**src/rtl/bus_cycle_ctrl_pkg.sv**
```systemverilog
// Shared definitions for the 8051 external bus sequencer.
// The phase constants describe one 6-clk bus cycle: address/ALE, address
// hold, strobe, sample, then a recovery phase.
package mcu51_bus_pkg;

   localparam logic [2:0] PH_ALE_LAST   = 3'd1;
   localparam logic [2:0] PH_HOLD       = 3'd2;
   localparam logic [2:0] PH_STRB_FIRST = 3'd3;
   localparam logic [2:0] PH_SAMPLE     = 3'd4;
   localparam logic [2:0] PH_LAST       = 3'd5;

   typedef enum logic [1:0] {
      CMD_FETCH = 2'd0,
      CMD_DRD   = 2'd1,
      CMD_DWR   = 2'd2
   } cmd_e;

   typedef enum logic {
      ST_IDLE = 1'b0,
      ST_RUN  = 1'b1
   } state_e;

   // Fetches and MOVX reads both return a byte from the bus.
   function automatic logic is_read(input cmd_e cmd);
      return cmd != CMD_DWR;
   endfunction

endpackage

```
**src/rtl/bus_cycle_ctrl_if.sv**
```systemverilog
// Request/response and pin-side signals of the bus sequencer.
// slave is the sequencer's view; master is the CPU + board view.
interface bus_cycle_ctrl_if;

   logic        fetch_req;
   logic [15:0] fetch_addr;
   logic        fetch_gnt;
   logic        data_req;
   logic        data_we;
   logic [15:0] data_addr;
   logic [7:0]  data_wdata;
   logic        data_gnt;
   logic [7:0]  rdata;
   logic        rdata_valid;
   logic        rdata_src;
   logic [7:0]  ad_out;
   logic        ad_oe;
   logic [7:0]  ad_in;
   logic [7:0]  addr_hi;
   logic        ale;
   logic        psen_n;
   logic        rd_n;
   logic        wr_n;
   logic        busy;

   modport slave (
      input  fetch_req, fetch_addr, data_req, data_we, data_addr, data_wdata, ad_in,
      output fetch_gnt, data_gnt, rdata, rdata_valid, rdata_src,
             ad_out, ad_oe, addr_hi, ale, psen_n, rd_n, wr_n, busy
   );

   modport master (
      output fetch_req, fetch_addr, data_req, data_we, data_addr, data_wdata, ad_in,
      input  fetch_gnt, data_gnt, rdata, rdata_valid, rdata_src,
             ad_out, ad_oe, addr_hi, ale, psen_n, rd_n, wr_n, busy
   );

endinterface

```
**src/rtl/bus_cycle_ctrl_arb.sv**
```systemverilog
// bus_req_arb: fixed-priority two-way grant between code fetch and MOVX.
// Grants are only issued while the sequencer can accept a new command.
module bus_req_arb #(
   parameter int DATA_PRIO = 1
) (
   input  logic i_accept,
   input  logic i_fetch_req,
   input  logic i_data_req,
   output logic o_fetch_gnt,
   output logic o_data_gnt
);

   generate
      if (DATA_PRIO != 0) begin : g_data_first
         assign o_data_gnt  = i_accept & i_data_req;
         assign o_fetch_gnt = i_accept & i_fetch_req & ~i_data_req;
      end else begin : g_fetch_first
         assign o_fetch_gnt = i_accept & i_fetch_req;
         assign o_data_gnt  = i_accept & i_data_req & ~i_fetch_req;
      end
   endgenerate

endmodule

```
**src/rtl/bus_cycle_ctrl.sv**
```systemverilog
// bus_cycle_ctrl: sequences 6-clk PSEN/RD/WR cycles on the multiplexed
// 8051 address/data bus. Pin outputs are decoded from the registered
// state/phase/command, so they change only after clock edges.
// Optional build macro MCU51_IDLE_ALE_EN: free-running ALE while idle,
// with requests accepted only at the last phase so cycles stay aligned.
module bus_cycle_ctrl
   import mcu51_bus_pkg::*;
#(
   parameter int BUS_PHASES = 6,   // phase map below assumes 6
   parameter int DATA_PRIO  = 1
) (
   input  logic             clk,
   input  logic             reset,
   bus_cycle_ctrl_if.slave  bus
);

   state_e      r_state, w_state_next;
   logic [2:0]  r_phase, w_phase_next;
   cmd_e        r_cmd;
   logic [15:0] r_addr;
   logic [7:0]  r_wdata;
   logic [7:0]  r_rdata;
   logic        r_rdata_src;
   logic        w_phase_last;
   logic        w_accept;
   logic        w_fetch_gnt;
   logic        w_data_gnt;
   logic        w_take;

   assign w_phase_last = (r_phase == 3'(BUS_PHASES - 1));

`ifdef MCU51_IDLE_ALE_EN
   // The counter runs in idle too, so only the last phase accepts.
   assign w_accept = w_phase_last;
`else
   assign w_accept = (r_state == ST_IDLE) || ((r_state == ST_RUN) && w_phase_last);
`endif

   bus_req_arb #(.DATA_PRIO(DATA_PRIO)) u_arb (
      .i_accept    (w_accept),
      .i_fetch_req (bus.fetch_req),
      .i_data_req  (bus.data_req),
      .o_fetch_gnt (w_fetch_gnt),
      .o_data_gnt  (w_data_gnt)
   );

   assign w_take        = w_fetch_gnt | w_data_gnt;
   assign bus.fetch_gnt = w_fetch_gnt;
   assign bus.data_gnt  = w_data_gnt;
   assign bus.rdata     = r_rdata;
   assign bus.rdata_src = r_rdata_src;
   assign bus.addr_hi   = r_addr[15:8];

   // State and phase register.
   always_ff @(posedge clk) begin
      if (reset) begin
         r_state <= ST_IDLE;
         r_phase <= 3'd0;
      end else begin
         r_state <= w_state_next;
         r_phase <= w_phase_next;
      end
   end

   // Next state/phase and pin decode for the current phase.
   always_comb begin
      w_state_next    = r_state;
      w_phase_next    = r_phase;
      bus.ale         = 1'b0;
      bus.psen_n      = 1'b1;
      bus.rd_n        = 1'b1;
      bus.wr_n        = 1'b1;
      bus.ad_oe       = 1'b0;
      bus.ad_out      = r_addr[7:0];
      bus.rdata_valid = 1'b0;
      bus.busy        = 1'b0;
      case (r_state)
         ST_IDLE: begin
`ifdef MCU51_IDLE_ALE_EN
            w_phase_next = w_phase_last ? 3'd0 : r_phase + 3'd1;
            bus.ale      = (r_phase <= PH_ALE_LAST);
`else
            w_phase_next = 3'd0;
`endif
            if (w_take) begin
               w_state_next = ST_RUN;
               w_phase_next = 3'd0;
            end
         end
         ST_RUN: begin
            bus.busy     = 1'b1;
            w_phase_next = r_phase + 3'd1;
            if (w_phase_last) begin
               w_phase_next = 3'd0;
               w_state_next = w_take ? ST_RUN : ST_IDLE;
            end
            bus.ale = (r_phase <= PH_ALE_LAST);
            if (r_phase <= PH_HOLD) begin
               bus.ad_oe = 1'b1;
            end else begin
               // Writes keep driving data through recovery for hold time.
               if (r_cmd == CMD_DWR) begin
                  bus.ad_oe  = 1'b1;
                  bus.ad_out = r_wdata;
               end
               if (r_phase >= PH_STRB_FIRST && r_phase <= PH_SAMPLE) begin
                  case (r_cmd)
                     CMD_FETCH: bus.psen_n = 1'b0;
                     CMD_DRD:   bus.rd_n   = 1'b0;
                     CMD_DWR:   bus.wr_n   = 1'b0;
                     default:   bus.psen_n = 1'b1;
                  endcase
               end
               if (r_phase == PH_LAST && is_read(r_cmd)) begin
                  bus.rdata_valid = 1'b1;
               end
            end
         end
         default: begin
            w_state_next = ST_IDLE;
            w_phase_next = 3'd0;
         end
      endcase
   end

   // Command latch on grant; read byte capture at the end of the strobe.
   always_ff @(posedge clk) begin
      if (reset) begin
         r_cmd       <= CMD_FETCH;
         r_addr      <= 16'h0000;
         r_wdata     <= 8'h00;
         r_rdata     <= 8'h00;
         r_rdata_src <= 1'b0;
      end else begin
         if (w_data_gnt) begin
            r_cmd   <= bus.data_we ? CMD_DWR : CMD_DRD;
            r_addr  <= bus.data_addr;
            r_wdata <= bus.data_wdata;
         end else if (w_fetch_gnt) begin
            r_cmd  <= CMD_FETCH;
            r_addr <= bus.fetch_addr;
         end
         if (r_state == ST_RUN && r_phase == PH_SAMPLE && is_read(r_cmd)) begin
            r_rdata     <= bus.ad_in;
            r_rdata_src <= (r_cmd == CMD_DRD);
         end
      end
   end

endmodule

```
**src/flat_wrapper.sv**
```systemverilog
// flat-port wrapper written by rule: the top's interface ports become plain ports
module bus_cycle_ctrl_flat import mcu51_bus_pkg::*;
#(
   parameter int BUS_PHASES = 6,                               
   parameter int DATA_PRIO  = 1
)
  (clk, reset, bus_fetch_req, bus_fetch_addr, bus_data_req, bus_data_we, bus_data_addr, bus_data_wdata, bus_ad_in, bus_fetch_gnt, bus_data_gnt, bus_rdata, bus_rdata_valid, bus_rdata_src, bus_ad_out, bus_ad_oe, bus_addr_hi, bus_ale, bus_psen_n, bus_rd_n, bus_wr_n, bus_busy);
  bus_cycle_ctrl_if bus_i ();
  input  logic clk;
  input  logic reset;
  input wire logic [$bits(bus_i.fetch_req)-1:0] bus_fetch_req;
  input wire logic [$bits(bus_i.fetch_addr)-1:0] bus_fetch_addr;
  input wire logic [$bits(bus_i.data_req)-1:0] bus_data_req;
  input wire logic [$bits(bus_i.data_we)-1:0] bus_data_we;
  input wire logic [$bits(bus_i.data_addr)-1:0] bus_data_addr;
  input wire logic [$bits(bus_i.data_wdata)-1:0] bus_data_wdata;
  input wire logic [$bits(bus_i.ad_in)-1:0] bus_ad_in;
  output wire logic [$bits(bus_i.fetch_gnt)-1:0] bus_fetch_gnt;
  output wire logic [$bits(bus_i.data_gnt)-1:0] bus_data_gnt;
  output wire logic [$bits(bus_i.rdata)-1:0] bus_rdata;
  output wire logic [$bits(bus_i.rdata_valid)-1:0] bus_rdata_valid;
  output wire logic [$bits(bus_i.rdata_src)-1:0] bus_rdata_src;
  output wire logic [$bits(bus_i.ad_out)-1:0] bus_ad_out;
  output wire logic [$bits(bus_i.ad_oe)-1:0] bus_ad_oe;
  output wire logic [$bits(bus_i.addr_hi)-1:0] bus_addr_hi;
  output wire logic [$bits(bus_i.ale)-1:0] bus_ale;
  output wire logic [$bits(bus_i.psen_n)-1:0] bus_psen_n;
  output wire logic [$bits(bus_i.rd_n)-1:0] bus_rd_n;
  output wire logic [$bits(bus_i.wr_n)-1:0] bus_wr_n;
  output wire logic [$bits(bus_i.busy)-1:0] bus_busy;
  assign bus_i.fetch_req = bus_fetch_req;
  assign bus_i.fetch_addr = bus_fetch_addr;
  assign bus_i.data_req = bus_data_req;
  assign bus_i.data_we = bus_data_we;
  assign bus_i.data_addr = bus_data_addr;
  assign bus_i.data_wdata = bus_data_wdata;
  assign bus_i.ad_in = bus_ad_in;
  assign bus_fetch_gnt = bus_i.fetch_gnt;
  assign bus_data_gnt = bus_i.data_gnt;
  assign bus_rdata = bus_i.rdata;
  assign bus_rdata_valid = bus_i.rdata_valid;
  assign bus_rdata_src = bus_i.rdata_src;
  assign bus_ad_out = bus_i.ad_out;
  assign bus_ad_oe = bus_i.ad_oe;
  assign bus_addr_hi = bus_i.addr_hi;
  assign bus_ale = bus_i.ale;
  assign bus_psen_n = bus_i.psen_n;
  assign bus_rd_n = bus_i.rd_n;
  assign bus_wr_n = bus_i.wr_n;
  assign bus_busy = bus_i.busy;
  bus_cycle_ctrl #(.BUS_PHASES(BUS_PHASES), .DATA_PRIO(DATA_PRIO)) u_core (.clk(clk), .reset(reset), .bus(bus_i));
endmodule
```
**config.mk**
```make
export PLATFORM = sky130hd
export DESIGN_NAME = bus_cycle_ctrl_flat
export DESIGN_NICKNAME = d
export VERILOG_FILES = /design/src/rtl/bus_cycle_ctrl_pkg.sv /design/src/rtl/bus_cycle_ctrl_if.sv /design/src/rtl/bus_cycle_ctrl_arb.sv /design/src/rtl/bus_cycle_ctrl.sv /design/src/flat_wrapper.sv
export SDC_FILE = /design/constraint.sdc
export NUM_CORES = 1
export LEC_CHECK = 0
export ABC_AREA = 0
export CORE_UTILIZATION = 40
export DETAILED_ROUTE_END_ITERATION = 7
export PLACE_DENSITY = 0.75
export REMOVE_ABC_BUFFERS = 1
export SYNTH_ARGS = -nofsm -noshare
export SYNTH_HDL_FRONTEND = slang
export SYNTH_SLANG_ARGS = --single-unit
```
**constraint.sdc**
```tcl
create_clock -name clk -period 2.23 [get_ports clk]
set_clock_uncertainty 0.1 [all_clocks]
set_input_delay 0.223 -clock clk [delete_from_list [all_inputs] [get_ports clk]]
set_output_delay 0.223 -clock clk [all_outputs]
set_load 0.05 [all_outputs]
```
Yosys cells after proc, flatten, opt, wreduce, memory -nomap -nowiden
Index checks and enable logic that the tools add are counted. W data, S select, Z words.

Add/subtract/negate cells: 1. Multiply operators: 0. Divide/modulo/power cells: 0. Magnitude comparators: 4. Equal/unequal tests: 5. Shift-type cells: 0. Muxes and demuxes: 33. Bitwise logic cells: 6. Reductions and logical operators: 8.

Operators with widths (number): $mux W16 (2); $mux W8 (3); $mux W1 (22); $eq A3 B3 Y1 const B (2); $mux W2 (3); $pmux W3 S2 (1); $logic_and A1 B1 Y1 (5); $add A3 B1 Y3 const B (1); $and A1 B1 Y1 (3); $ge A3 B2 Y1 const B (1); $le A3 B1 Y1 const B (1); $le A3 B2 Y1 const B (1); $le A3 B3 Y1 const B (1); $mux W3 (1); $eq A2 B1 Y1 const B (1); $eq A2 B2 Y1 const B (1); $logic_not A2 Y1 (1); $ne A2 B2 Y1 const B (1); $not A1 Y1 (2); $pmux W1 S2 (1); $reduce_bool A2 Y1 (1); $logic_or A1 B1 Y1 (1); $or A1 B1 Y1 (1).

Bits in registers: 39. Bits in latches: 0. RAM bits: 0. ROM bits: 0. Input bits: 53. Logic and storage cells: 64. Memories: 0.

Depth between registers and ports, before layout
Depth in word-level cells: 9. Depth in mapped cells: 7. Depth with buffers taken out: 5.

By module
Synthesis repeated with hierarchy kept, for this count alone.

Cell total of the unflattened synthesis: 204. Area, all modules: 1956.9 um^2.

Modules (own cells, without submodules): bus_cycle_ctrl (times used 1, cells each 202, area an instance 1940.6 um^2, seq. area each 780.7 um^2); bus_req_arb (times used 1, cells each 2, area an instance 16.3 um^2, seq. area each 0.0 um^2).

Worst setup path before layout
Ideal clock, no wire load.

Path kind: register -> output. From: register u_core.r_phase[0]. To: output bus_rd_n. Arrival: 1.691 ns. Data required time: 1.907 ns. Setup slack: 0.216 ns. Stages on the path, launching flop included: 6. Path buffers: 0. Path through: dfxtp_1 -> inv_1 -> ha_1 -> or3b_1 -> o2bb2ai_1 -> nand4b_1.

Word-level cells in the longest chain between the ends: 5. Elaborated cells on any way between the ends: 7.

Ends and longest elaborated chain: start: declaration (line bus_cycle_ctrl.sv:18) `logic [2:0] r_phase, w_phase_next;`; start signal: assignment (line bus_cycle_ctrl.sv:61) `r_phase <= w_phase_next;`; $ge A3 B2 Y1 / $le A3 B3 Y1 (equally long branches) (line bus_cycle_ctrl.sv:106) `if (r_phase >= PH_STRB_FIRST && r_phase <= PH_SAMPLE) begin`; $logic_and A1 B1 Y1 (line bus_cycle_ctrl.sv:106); $mux W1 (line bus_cycle_ctrl.sv:106); $mux W1 (*) (line bus_cycle_ctrl.sv:98) `if (r_phase <= PH_HOLD) begin`; $mux W1 (*) (line bus_cycle_ctrl.sv:77) `case (r_state)`; end: declaration (line flat_wrapper.sv:28) `output wire logic [$bits(bus_i.rd_n)-1:0] bus_rd_n;`.

Every way passes the cells marked *; elsewhere a longest branch is shown, timed or not.

Worst setup path in the final report
From: register u_core.r_phase[1]. To: output bus_ad_out[6].

Word-level cells in the longest chain between the ends: 3.

Ends and longest elaborated chain: $le A3 B2 Y1 (line bus_cycle_ctrl.sv:98); $mux W8 (line bus_cycle_ctrl.sv:98); $mux W8 (line bus_cycle_ctrl.sv:77); end: declaration (line flat_wrapper.sv:23) `output wire logic [$bits(bus_i.ad_out)-1:0] bus_ad_out;`.

No other way between the ends.

==> summary.txt <==
Yosys
  • Post-synth cell types: 38
  • YS warnings: 0
  • Top cell type's share of synthesized area: around 36%
  • Mapped Avg Cell Area: around 9.2 um^2
  • Mapped Area: ~2200 um^2
  • Area leader, netlist: dfxtp_1
  • Ys flop type: dfxtp_1
  • Post-synth EDFFs: 0
  • Top cells by area, synth: dfxtp_1, nor4_2, nor3_1
  • Post-Syn Instances: 237
  • Most common cell in the netlist: dfxtp_1
  • Sequential-to-total area share from yosys stat: 35.99%
  • Async SR Flop Fraction: 0%
  • Top cells by count, synth: dfxtp_1, nor3_1, a21oi_1
  • Seq cells post-synth: 39

Drt
  • Iter 0 DRT Violations: approximately 90
  • Initial DRT Pass Iterations: 4
  • Total Routed Length: 5828 um
  • DRC viols: 0
  • Post-route ant nets: 0
  • Post-DR wirelength/cell: 15.18 um
  • Vias per inst: 5.333
  • Vias: 2048

STA
  • RSZ-0062 raised after global routing: no
  • Setup TNS: 0 ns
  • Actual slew at the worst max-slew pin: 0.8184 ns
  • Final WS setup: slightly above 0.07 ns
  • Final Cycle Share: 96.75%
  • Final Slew Violations: 0
  • Worst rel slew slack: 45.44%
  • Final hold violation count: 0
  • Tmin final: 2.158 ns
  • Achievable Freq: 463.5 MHz
  • # setup viols final: 0

Cells and area
  • Area Overhead vs Synth: 47.98%
  • Number of fill cells: 464
  • Fin area: 3211 um^2
  • Final #Nets: 370
  • Multi-input logic area: 1237 um^2
  • Fraction of layout cells with a size suffix above 1: a little under a quarter
  • Ant diodes: 0
  • Sequential Area: 787.0 um^2

Placed design
  • DP Area: 2965 um^2
  • Place WS: around 0.19 ns
  • Buffers on Ports: 86
  • Routability cong.: 0.7639
  • Detailed Place HPWL: between 3000 and 4000 um

Floorplan
  • Die width: ~76 um
  • Initial Util: between 40% and 50%
  • Core area: 5172 um^2
  • Ports: 87
  • Die area: ~5700 um^2
  • Row Count: 26
  • Die height: 75.65 um

Global routing
  • Largest net degree at the start of global routing: 46
  • Initial antenna violation count: 0
  • First-pass GRT wire length: roughly 9100 um
  • Vias in the first global route: 1950
  • Total grt overflow: 0
  • Tot GR Track Use: 21.53%

Clocking
  • Clock latency on the worst-skew pair: about 0.29 ns
  • Hold bufs inserted after CTS: 0
  • Root buf cell: clkbuf_8
  • TritonCTS buffer count: 5
  • Clock-pin slew of the registers on the worst-case setup and hold paths: 0.08 ns
  • Clock H-tree levels: 2
  • Clock Sinks: 39
  • CTS tree: built
  • Bufs on Longest Clock Path: 2

Critical path
  • Cell family with most CP delay: flip-flops
  • CP required: about 1.9 ns
  • Crit path max fanout: 8
  • Kind of critical path: register to output port
  • Worst path slowest cell: dfxtp_2
  • CP startpoint kind: register
  • CP Capture Type: output port
  • Largest stage delay on the critical path: about 0.40 ns
  • Critical path, cell by cell: ha_2 -> nor2b_4 -> o211ai_4 -> mux2_1 -> buf_4
  • WP data arrival: 1.83 ns
  • Critical path buffer and inverter count: 1

Power
  • Pleak: around 1.2 nW
  • Maximum VDD drop: between 0.4 and 0.5 mV
  • PD cells: a little under 600 nW/um^2

Run status
  • Outcome: completed

Min path
  • HP Class: register to register

Job
  • Max-Cap Viols: 0
==> repair_timing <==
| action | CTS | global route |
|---|---|---|
| endpoints found under the setup margin | 9 | 11 |
| gates resized for setup | 5 | 18 |
| cloned | 1 | 0 |
| pin swaps | 0 | 1 |
| hold endpoints to repair | 0 | 0 |
| buffers inserted | 0 | 4 |
==> metrics by stage <==
step | std cells | hold WS, ns | utilization (%) | total power, mW
2_1_floorplan | 207 | 0.1921 | - | 1.026
3_3_place_gp | 371 | 0.3591 | 57.33 | 1.237
3_5_place_dp | 371 | 0.3678 | 57.33 | 1.243
4_1_cts | 380 | 0.3763 | 60.06 | 1.857
5_1_grt | 384 | 0.3964 | 62.07 | 1.948
6_report | 384 | 0.3747 | 62.07 | 1.865
==> cell type report <==
cell class	instances	area share [%]
well taps	70	2.728
clock buffers	6	2.572
clock inverters	2	1.091
repair buffers	98	30.09
inverters	4	0.4677
multi-input cells	165	38.54
flip-flops and latches	39	24.51
==> worst min-delay path, delay by kind of cell, from the launching register on <==
kind	cells	cell delay (ns)
flip-flops	1	0.31
multiplexers	1	0.06
AND/OR/NAND/NOR	1	0.06
==> power by group <==
| part | internal [mW] | switching, mW | leakage (nW) |
|---|---|---|---|
| clock | 0.362 | 0.246 | 0.0612 |
| combinational | 0.228 | 0.264 | 0.793 |
| sequential | 0.735 | 0.0303 | 0.322 |
| total | 1.32 | 0.541 | 1.18 |
==> registers in the layout (all words and copies together) (netlist names) <==
register	count
u_core.bus.rdata_src	1
u_core.r_phase	3
u_core.r_wdata	8
u_core.bus.rdata	8
u_core.r_state	1
u_core.r_addr	16
u_core.r_cmd	2
==> cell usage in the layout (no fill, tap or decap), drive strengths merged, types with 2 or more instances in the layout <==
master / instances
buf: 29
o211ai: 2
clkbuf: 6
a21oi: 28
mux2i: 8
o21ai: 10
ha: 4
nor2b: 3
clkdlybuf4s50: 69
dfxtp: 39
inv: 4
mux2: 8
nand3: 9
nand2b: 18
nor3: 36
nor2: 7
nor4: 16
and4b: 2
==> path summary, 6_finish.rpt <==
kind	start	slack [ns]	depth (start not counted)	end
worst max-delay path	u_core.r_phase[1]	0.07	5	bus_ad_out[6]
worst min-delay path	u_core.bus.rdata[4]	0.37	2	u_core.bus.rdata[4]
worst max register to register	u_core.r_phase[0]	0.45	6	u_core.r_addr[13]
worst min register to register	u_core.bus.rdata[4]	0.37	2	u_core.bus.rdata[4]
==> logic make-up after synthesis <==
kind of cell	Yosys count	synth area share, %
simple gates	98	30.80
fa+ha+maj	4	2.307
compound gates	46	12.92
buf+inv	34	10.15
flops	39	35.99
mux	16	7.843
==> layer usage <==
layer	up-vias	part of all wire [%]	global-route usage, %
li1	1001	-	-
met1	972	41	26.17
met2	63	51	35.81
met3	12	6.1	7.011
met4	0	2.3	7.613
met5	-	0	0
(Power assumes the default switching activity.)
